### src/rtl/matrix_feeder.sv
// matrix_feeder: fetches N vectors from memory one read at a time, then
// streams them into N lanes with a one-cycle skew per lane.
module matrix_feeder #(
  parameter int DATA_WIDTH     = 8,
  parameter int SYS_ARRAY_SIZE = 2,
  parameter int ADDR_WIDTH     = 64
) (
  input  logic                                      clk,
  input  logic                                      rst_n,
  input  logic                                      start_i,
  input  logic [ADDR_WIDTH-1:0]                     base_addr_i,
  output logic                                      busy_o,
  output logic                                      done_o,
  output logic                                      mem_req_o,
  output logic [ADDR_WIDTH-1:0]                     mem_addr_o,
  input  logic                                      mem_gnt_i,
  input  logic                                      mem_rvalid_i,
  input  logic [SYS_ARRAY_SIZE*DATA_WIDTH-1:0]      mem_rdata_i,
  output logic [SYS_ARRAY_SIZE*(DATA_WIDTH+1)-1:0]  feed_o
);

  localparam int N         = SYS_ARRAY_SIZE;
  localparam int VEC_W     = N * DATA_WIDTH;
  localparam int LANE_W    = DATA_WIDTH + 1;
  localparam int VEC_BYTES = VEC_W / 8;
  localparam int K_W       = (N > 1) ? $clog2(N) : 1;
  localparam int S_W       = $clog2(2 * N);

  localparam logic [K_W-1:0] K_LAST = K_W'(N - 1);
  localparam logic [S_W-1:0] S_LAST = S_W'(2 * N - 1);

  typedef enum logic [1:0] {
    IDLE,
    FETCH_REQ,
    FETCH_WAIT,
    STREAM
  } state_t;

  state_t                 state;
  state_t                 next_state;
  logic [K_W-1:0]         k;
  logic [S_W-1:0]         s;
  logic [ADDR_WIDTH-1:0]  base;
  logic [ADDR_WIDTH-1:0]  fetch_offset;
  logic [VEC_W-1:0]       buffer [N];

  // Byte offset of vector k; the add below wraps modulo 2^ADDR_WIDTH.
  assign fetch_offset = ADDR_WIDTH'(k) * ADDR_WIDTH'(VEC_BYTES);

  // State register; reset drops any in-flight read by returning to IDLE.
  always_ff @(posedge clk or negedge rst_n) begin
    if (!rst_n) begin
      state <= IDLE;
    end else begin
      state <= next_state;
    end
  end

  // Next-state logic plus the request-side outputs decoded from state.
  always_comb begin
    next_state = state;
    busy_o     = 1'b1;
    mem_req_o  = 1'b0;
    mem_addr_o = '0;
    case (state)
      IDLE: begin
        busy_o = 1'b0;
        if (start_i) begin
          next_state = FETCH_REQ;
        end
      end
      FETCH_REQ: begin
        mem_req_o  = 1'b1;
        mem_addr_o = base + fetch_offset;
        if (mem_gnt_i) begin
          next_state = FETCH_WAIT;
        end
      end
      FETCH_WAIT: begin
        if (mem_rvalid_i) begin
          next_state = (k == K_LAST) ? STREAM : FETCH_REQ;
        end
      end
      STREAM: begin
        if (s == S_LAST) begin
          next_state = IDLE;
        end
      end
      default: begin
        next_state = IDLE;
      end
    endcase
  end

  // Job bookkeeping: base latched on start, fetch index and stream counter.
  always_ff @(posedge clk or negedge rst_n) begin
    if (!rst_n) begin
      base <= '0;
      k    <= '0;
      s    <= '0;
    end else begin
      case (state)
        IDLE: begin
          if (start_i) begin
            base <= base_addr_i;
            k    <= '0;
            s    <= '0;
          end
        end
        FETCH_WAIT: begin
          if (mem_rvalid_i && (k != K_LAST)) begin
            k <= k + K_W'(1);
          end
        end
        STREAM: begin
          if (s != S_LAST) begin
            s <= s + S_W'(1);
          end
        end
        default: begin
        end
      endcase
    end
  end

  // Vector buffer; contents are only meaningful after a full fetch phase.
  always_ff @(posedge clk) begin
    if ((state == FETCH_WAIT) && mem_rvalid_i) begin
      buffer[k] <= mem_rdata_i;
    end
  end

  // Done pulses in the first IDLE cycle after the final stream beat.
  always_ff @(posedge clk or negedge rst_n) begin
    if (!rst_n) begin
      done_o <= 1'b0;
    end else begin
      done_o <= (state == STREAM) && (s == S_LAST);
    end
  end

  // Skewed feed: lane i shows vector s-i, so lane i lags lane 0 by i cycles.
  always_comb begin
    feed_o = '0;
    if (state == STREAM) begin
      for (int i = 0; i < N; i++) begin
        for (int j = 0; j < N; j++) begin
          if (int'(s) == i + j) begin
            feed_o[i*LANE_W +: LANE_W] = {buffer[j][i*DATA_WIDTH +: DATA_WIDTH], (j == N - 1)};
          end
        end
      end
    end
  end

endmodule
### config.mk
export PLATFORM = sky130hd
export DESIGN_NAME = matrix_feeder
export DESIGN_NICKNAME = d
export VERILOG_FILES = /design/src/rtl/matrix_feeder.sv
export SDC_FILE = /design/constraint.sdc
export NUM_CORES = 1
export LEC_CHECK = 0
export ABC_AREA = 1
export CORE_ASPECT_RATIO = 0.9
export CORE_UTILIZATION = 53
export CTS_CLUSTER_DIAMETER = 200
export DETAILED_ROUTE_END_ITERATION = 16
export PLACE_DENSITY = 0.87
export SLEW_MARGIN = 20
export SYNTH_ARGS = -nofsm -noshare
export SYNTH_HDL_FRONTEND = slang
export SYNTH_SLANG_ARGS = --single-unit
### constraint.sdc
create_clock -name clk -period 3.45 [get_ports clk]
set_input_delay 0.345 -clock clk [delete_from_list [all_inputs] [get_ports clk]]
set_output_delay 0.345 -clock clk [all_outputs]
set_load 0.05 [all_outputs]
Word level (Yosys, flattened, before mapping):

Memories as Yosys holds them, arrays and structs flattened.
Cells that the tools add are included.

* register bits: 70
* bits of input ports: 85
* memories: 1
* RAM bits: 32
* output and inout bits: 85
* word-level logic and storage cells: 56

Memory list
* buffer: depth 2, width 16, rd ports 2, clocked after Yosys merged registers in 0, wr ports 1, RTL line 45 `logic [VEC_W-1:0] buffer [N];`

* mux-type cells: 22
* $add $sub $neg: 3
* reductions and logical operators: 11
* equality and inequality tests: 13
* bitwise gates (word level): 1

Operators by type and width (count)
* 64-bit by 2-bit adder with 64-bit output: 1
* 64-bit two-way mux: 1
* 9-bit two-way mux: 4
* 18-bit two-way mux: 1
* 2-bit two-way mux: 7
* 2-bit inequality test (second input constant): 7
* 2-bit == test (second input constant): 5
* 2-bit case mux with 4 select lines: 1
* 1-bit two-way mux: 6
* 3-bit AND reduction: 2
* 2-bit logical NOT: 2
* 2-bit case mux with 2 select lines: 1
* 4-bit AND reduction: 1
* 2-bit nonzero test: 2
* 1-bit logical AND: 3
* 2-bit by 1-bit adder with 2-bit output (second input constant): 1
* 2-bit by 1-bit == test with 1-bit output (second input constant): 1
* 1-bit case mux with 2 select lines: 1
* 2-bit AND reduction: 1
* 1-bit adder (second input constant): 1
* 1-bit NOT: 1

Depth between registers and ports, before layout:

Gate-level depths: netlist of run 1.

* word-level depth: 4
* mapped depth: 11
* gate-level depth less buffers: 11

Worst setup path before layout of run 1:

No wires, ideal clock.

* kind: register to output
* start: register s[0]
* end: output port feed_o[10]
* setup slack: 808 ps
* stages on the path, launching flop included: 6
* buffers on the path: 0
* arrival: 2297 ps
* cell sequence: dfrtp_1 > inv_1 > ha_1 > clkinv_1 > nor2_1 > a32o_1

* word-level cells in the longest chain between the ends: 4
* elaborated cells between the ends (all ways): 5

RTL lines
* start, declared: RTL line 42 `logic [S_W-1:0] s;`
* start signal, assigned: RTL line 117 `s <= s + S_W'(1);`
* 2-bit == test: RTL line 148 `if (int'(s) == i + j) begin`
* 9-bit two-way mux: RTL line 148
* 9-bit two-way mux *: RTL line 148
* 18-bit two-way mux *: RTL line 145 `if (state == STREAM) begin`
* end, declared: RTL line 19 `output logic [SYS_ARRAY_SIZE*(DATA_WIDTH+1)-1:0] feed_o`

Mark *: on every way between the ends. The rest lies on a longest branch, timed or not.

Worst setup path after layout of run 1:

* start: register k
* end: output port mem_addr_o[52]

* word-level cells in the longest chain between the ends: 2

RTL lines
* start, declared: RTL line 41 `logic [K_W-1:0] k;`
* start signal, assigned: RTL line 112 `k <= k + K_W'(1);`
* 64-bit by 2-bit adder with 64-bit output: RTL line 74 `mem_addr_o = base + fetch_offset;`
* 64-bit two-way mux: RTL line 65 `case (state)`
* end, declared: RTL line 15 `output logic [ADDR_WIDTH-1:0] mem_addr_o,`

Every way passes these cells.

==> results of run 1 <==
-- logic make-up (layout without fill, tap and decap cells) --
logic type	Yosys count	after routing
flops	102	102
buf+inv	109	283
fa+ha+maj	7	7
simple gates	567	567
xor+xnor	1	1
compound gates	117	117
-- placed cells by master, fill, tap and decap left out, types with 16 or more instances in the layout --
master / count
a32o_1: 16
clkdlybuf4s50_1: 159
o21ai_0: 61
nor2_1: 173
a21oi_1: 29
nand2_1: 332
dfrtp_1: 70
nand3_1: 18
inv_1: 84
edfxtp_1: 32
-- worst paths after layout --
kind	cells past startpoint	startpoint	end	slack [ns]
worst max-delay path	10	k	mem_addr_o[52]	0.09
worst min-delay path	2	rst_n	base[22]	0.49
worst max register to register	7	state[1]	s[1]	1.67
worst min register to register	2	base[1]	base[1]	0.50
max in group asynchronous	4	rst_n	state[1]	2.22
min in group clk	2	base[1]	base[1]	0.50
-- cells in the mapped netlist --
master / count
nor2_2: 11
inv_2: 2
nand4_1: 8
a2bb2oi_1: 1
nor2_1: 175
dfrtp_1: 70
clkinv_1: 2
nand2_2: 8
a32o_1: 16
nor3_1: 8
edfxtp_1: 32
o21a_1: 2
o21bai_1: 4
o21ai_0: 61
nor2_4: 5
a21oi_1: 29
clkbuf_1: 8
and3_1: 1
a31oi_1: 1
o21ai_1: 2
ha_1: 7
inv_1: 84
nand3_1: 18
nand2_1: 332
nand3b_1: 1
o21bai_2: 1
buf_2: 13
xor2_1: 1
-- per-layer routing --
layer | GRT usage, % | wire length, um | vias to the layer above
met5 | 0 | 0 | -
met4 | 13.2 | 673 | 0
met3 | 6.15 | 1530 | 50
met2 | 54.3 | 9330 | 341
met1 | 46.2 | 8390 | 3008
li1 | - | - | 3206
-- flip-flops by register name (all words and copies together), names as in the netlist --
register	flops
base	64
buffer	32
done_o	1
k	1
s	2
state	2
-- through the flow --
stage	utilization (%)	hold slack, ns	std cells
floorplan	-	0.0494	903
global placement	70.8	0.458	1215
detailed placement	70.9	0.333	1216
CTS	73.7	0.497	1233
global route	73.9	0.518	1233
finish	73.9	0.493	1233
-- final cells by class --
| type | count | area share, % |
|---|---|---|
| multi-input combinational | 692 | 36.5 |
| sequential | 102 | 32.2 |
| timing repair buffer | 179 | 21.4 |
| clock inverter | 6 | 0.921 |
| clock buffer | 10 | 2.72 |
| inverter | 88 | 3.92 |
| tap | 156 | 2.32 |
-- where the power goes --
| group | switching, mW | internal [mW] |
|---|---|---|
| combinational | 2.44 | 1.13 |
| sequential | 0.507 | 1.70 |
| clock | 0.486 | 0.577 |
| total | 3.44 | 3.40 |
-- worst register-to-register path: stages (launching register included) --
cell and delay [ns]:
dfrtp_1 0.43, nor2_1 0.11, inv_1 0.13, nor2_4 0.05
inv_2 0.50, nand2_1 0.21, nand3_1 0.13, o21ai_0 0.10
-- repair_timing --
action,4_1_cts,5_1_grt
resized for setup,0,10
setup endpoints to repair,0,14
hold buffers,1,0
buffers inserted,0,0
endpoints found under the hold margin,17,0
==> reports/qor.yml, run 1 <==
placed_area_um2: 8080
ir_drop_uv: 622
drc_errors: 0
dieWidth_um: 116
diodes: 0
stdcell_area_um2: 8420
ant_nets: 0
ys.warnings.count: 0
drtPass1Iterations: 5
crit_chain: "ha_1 > nand2_1 > nor2_4 > nand2_2 > nor2_4 > nand2_2 > nor2_1 > nor2_1 > nor2_1 > clkdlybuf4s50_1"
grt_max_degree: 52
antenna_found_initial: 0
start_util_pct: 54.4
nFillCells: 943
first_global_vias: 6305
synth_area_leader_cell: "dfrtp_1"
worstSkewPairLatency_ns: 0.35
overflow: 0
post-route-period-util_pct: 97.5
power_density_nw_per_um2: 812
leakagePower_nw: 3.60
grtUsageTotal_pct: 34.2
core_area_um2: 11400
yosys.area_share.simple_pct: 36.7
ys_ff_latch: 102
ys_top_cells_by_area: "dfrtp_1, nand2_1, edfxtp_1"
num_vias: 6605
gp_congestion: 0.979
drive_gt1_share_pct: 5.01
ys_seq_area_share_pct: 43.8
max_freq_ghz: 0.297
h-tree-depth: 3
synth_area_um2: 6200
area_growth_syn_to_layout_pct: 35.8
tritoncts: "built"
relSlewSlack_pct: 54.3
cp-end-kind: "output port"
drv_slew: 0
fin_ws_ns: 0.0860
p_total_mw: 6.84
synthXorXnorAreaFrac_pct: 0.141
worstSetupPathType: "flip-flop to output port"
clk_pin_slew_ns: 0.08
rsz0062_at_grt: "no"
critPathLaunchType: "flip-flop"
avgSynthCellArea_um2: 6.86
clock_sinks: 102
synthAdderAreaFrac_pct: 1.41
synthDistinctLibCells: 28
final_nets: 1164
fin_worst_skew_ns: 0.00700
synth_top_family_by_area: "simple AND/OR/NAND/NOR gates"
seqCellArea_um2: 2710
synth_compound_area_share_pct: 11.2
die-area_um2: 12100
drv_cap: 0
synth_fp_nets: 995
dp_slack_ns: 0.471
pin_count: 170
critPathBufInv: 1
cts_root_buffer: "clkbuf_16"
hold_violations: 0
cp_top_family: "simple AND/OR/NAND/NOR gates"
clk_path_buf_depth: 2
grt_pass1_wl_mm: 31.5
post-dp-hpwl_mm: 15.4
crit_arrival_ns: 3.02
worst_slew_pin_slew_ns: 0.684
hold_class: "input port to async pin"
postSynthCellCount: 903
die_h_um: 105
slowest_stage: "clkdlybuf4s50_1"
fin_crit_ns: 3.36
outcome: "finished clean"
drt_iter0_drc: 555
cts_buffers: 9
cpPeakStageDelay_ns: 0.81
wire_per_inst_um: 16.2
setup_viol: 0
crit_required_ns: 3.11
cpMostUsedCell: "nor2_1"
io_buffer_count: 169
vias_per_cell: 5.36
rows: 37
yosysTopAreaCellShare_pct: 28.3
routed_wl_mm: 19.9
crit_fanout: 6
multi_input_area_um2: 3080
muxShareOfSynthArea_pct: 0
tns_ns: 0
Power figures use the tool's default switching activity.
==> run 2, diff against run 1 <==
--- a/config.mk
+++ b/config.mk
@@ -7,10 +7,9 @@
 export LEC_CHECK = 0
 export ABC_AREA = 1
 export CORE_ASPECT_RATIO = 0.9
-export CORE_UTILIZATION = 53
+export CORE_UTILIZATION = 27
 export CTS_CLUSTER_DIAMETER = 200
 export DETAILED_ROUTE_END_ITERATION = 16
-export PLACE_DENSITY = 0.87
 export SLEW_MARGIN = 20
 export SYNTH_ARGS = -nofsm -noshare
 export SYNTH_HDL_FRONTEND = slang
==> run 2 against run 1 <==
  * Setup slack improved by 0.070 ns
  * Clock power barely moved
  * Clock skew rose by 0.0021 ns
  * Sequential power barely moved
  * Flip-flop and latch count did not move
  * First-iteration DRC count fell by 25%
  * Critical path depth fell by 2
  * Critical path type unchanged
  * Largest cell class unchanged
==> reports/qor.yml, run 2 (synthesis gave the netlist of run 1 again) <==
post-dp-hpwl_mm: 17.1
cp-end-kind: "output port"
grt_max_degree: 95
tns_ns: 0
setup_viol: 0
start_util_pct: 27.5
p_total_mw: 6.82
critPathLaunchType: "flip-flop"
drv_cap: 0
routed_wl_mm: 21.9
layout_common_cells: "nand2_1, nor2_1, clkdlybuf4s50_1"
cts_setup_buffers: 0
worstSkewPairLatency_ns: 0.36
regMostFlops: "base"
cpMostUsedCell: "nor2_1"
worst_slew_pin_slew_ns: 0.875
clock_sinks: 102
ant_nets: 0
crit_required_ns: 3.11
final_nets: 1160
fin_crit_ns: 3.29
gp_congestion: 0.943
final_common_cell: "nand2_1"
vias_per_cell: 4.58
hold_violations: 0
crit_fanout: 4
drc_errors: 0
post-route-period-util_pct: 95.5
wire_per_inst_um: 16.0
stdcell_area_um2: 8540
antenna_found_initial: 0
die-area_um2: 23600
max_freq_ghz: 0.304
diodes: 0
first_global_vias: 6222
core_area_um2: 22500
rsz0062_at_grt: "no"
power_density_nw_per_um2: 799
worstRegToRegCells: 6
r2r-end: "base[50]"
outcome: "finished clean"
crit_arrival_ns: 2.95
largest_register_ffs: 64
drv_slew: 0
grt_pass1_wl_mm: 34.0
clk_path_buf_depth: 2
placed_area_um2: 8210
cpPeakStageDelay_ns: 0.83
num_vias: 6277
fin_worst_skew_ns: 0.00913
cts_root_buffer: "clkbuf_16"
r2r_setup_slack_ns: 1.57
pin_count: 170
holdWs_ns: 0.0744
area_growth_syn_to_layout_pct: 37.7
critical_path.startpoint: "k"
crit_chain: "ha_1 > nand2_1 > nor2_4 > nand3b_1 > nor2_1 > a21oi_1 > nor2_1 > clkdlybuf4s50_1"
h-tree-depth: 3
grtUsageTotal_pct: 19.0
dieWidth_um: 162
die_h_um: 146
clk_pin_slew_ns: 0.08
drtPass1Iterations: 5
ir_drop_uv: 435
hold_class: "input port to async pin"
timing.rr.start: "state[1]"
reg.largest.list: "base: 64 flops, buffer: 32 flops"
cts_buffers: 9
drive_gt1_share_pct: 5.87
relSlewSlack_pct: 41.6
leakagePower_nw: 3.56
tritoncts: "built"
fin_util_pct: 37.9
worstSetupPathType: "flip-flop to output port"
drt_iter0_drc: 416
slowest_stage: "clkdlybuf4s50_1"
rows: 52
io_buffer_count: 169
overflow: 0
[run 2: layer usage]
layer	share of wire, %	vias up	global-route usage (%)
li1	-	3189	-
met5	0	-	0
met3	5.1	31	3.42
met2	47	177	31.0
met4	2.6	0	6.70
met1	46	2880	25.0
[run 2: worst max path at each step]
stage,to,cells past startpoint
CTS,mem_addr_o[29],11
global route,mem_addr_o[25],9
detailed placement,mem_addr_o[29],11
finish,mem_addr_o[58],8
global placement,mem_addr_o[29],11
floorplan,feed_o[10],5
[run 2: area by class of cell]
cell class	count	area [um^2]
clock inverter	7	83.8
multi-input combinational	692	3070
clock buffer	9	225
fill	2399	14000
tap	297	372
sequential	102	2710
inverter	88	330
timing repair buffer	175	1740
[run 2: critical path, delay by kind of cell (launching register included)]
kind                     cells  cell delay [ns]
buffers and inverters        1             0.83
AND/OR/NAND/NOR              5             1.01
flip-flops                   1             0.38
adder cells (fa/ha/maj)      1             0.23
AO/OA/AOI/OAI                1             0.13
[run 2: timing repair]
item	CTS	global route
resized for setup	0	6
endpoints found under the setup margin	0	6
hold buffers	0	0
[run 2: power breakdown]
part           switching (mW)  leakage (nW)  internal, mW
sequential              0.501          1.16          1.69
combinational            2.45          2.25          1.12
clock                   0.537         0.151         0.522
total                    3.48          3.56          3.33
[run 2: per-stage QoR]
step                instances  setup WS [ns]
finish                   1370          0.156
global route             1370        0.00236
CTS                      1370         0.0432
detailed placement       1354          0.455
global placement         1354          0.487
floorplan                 903          0.808
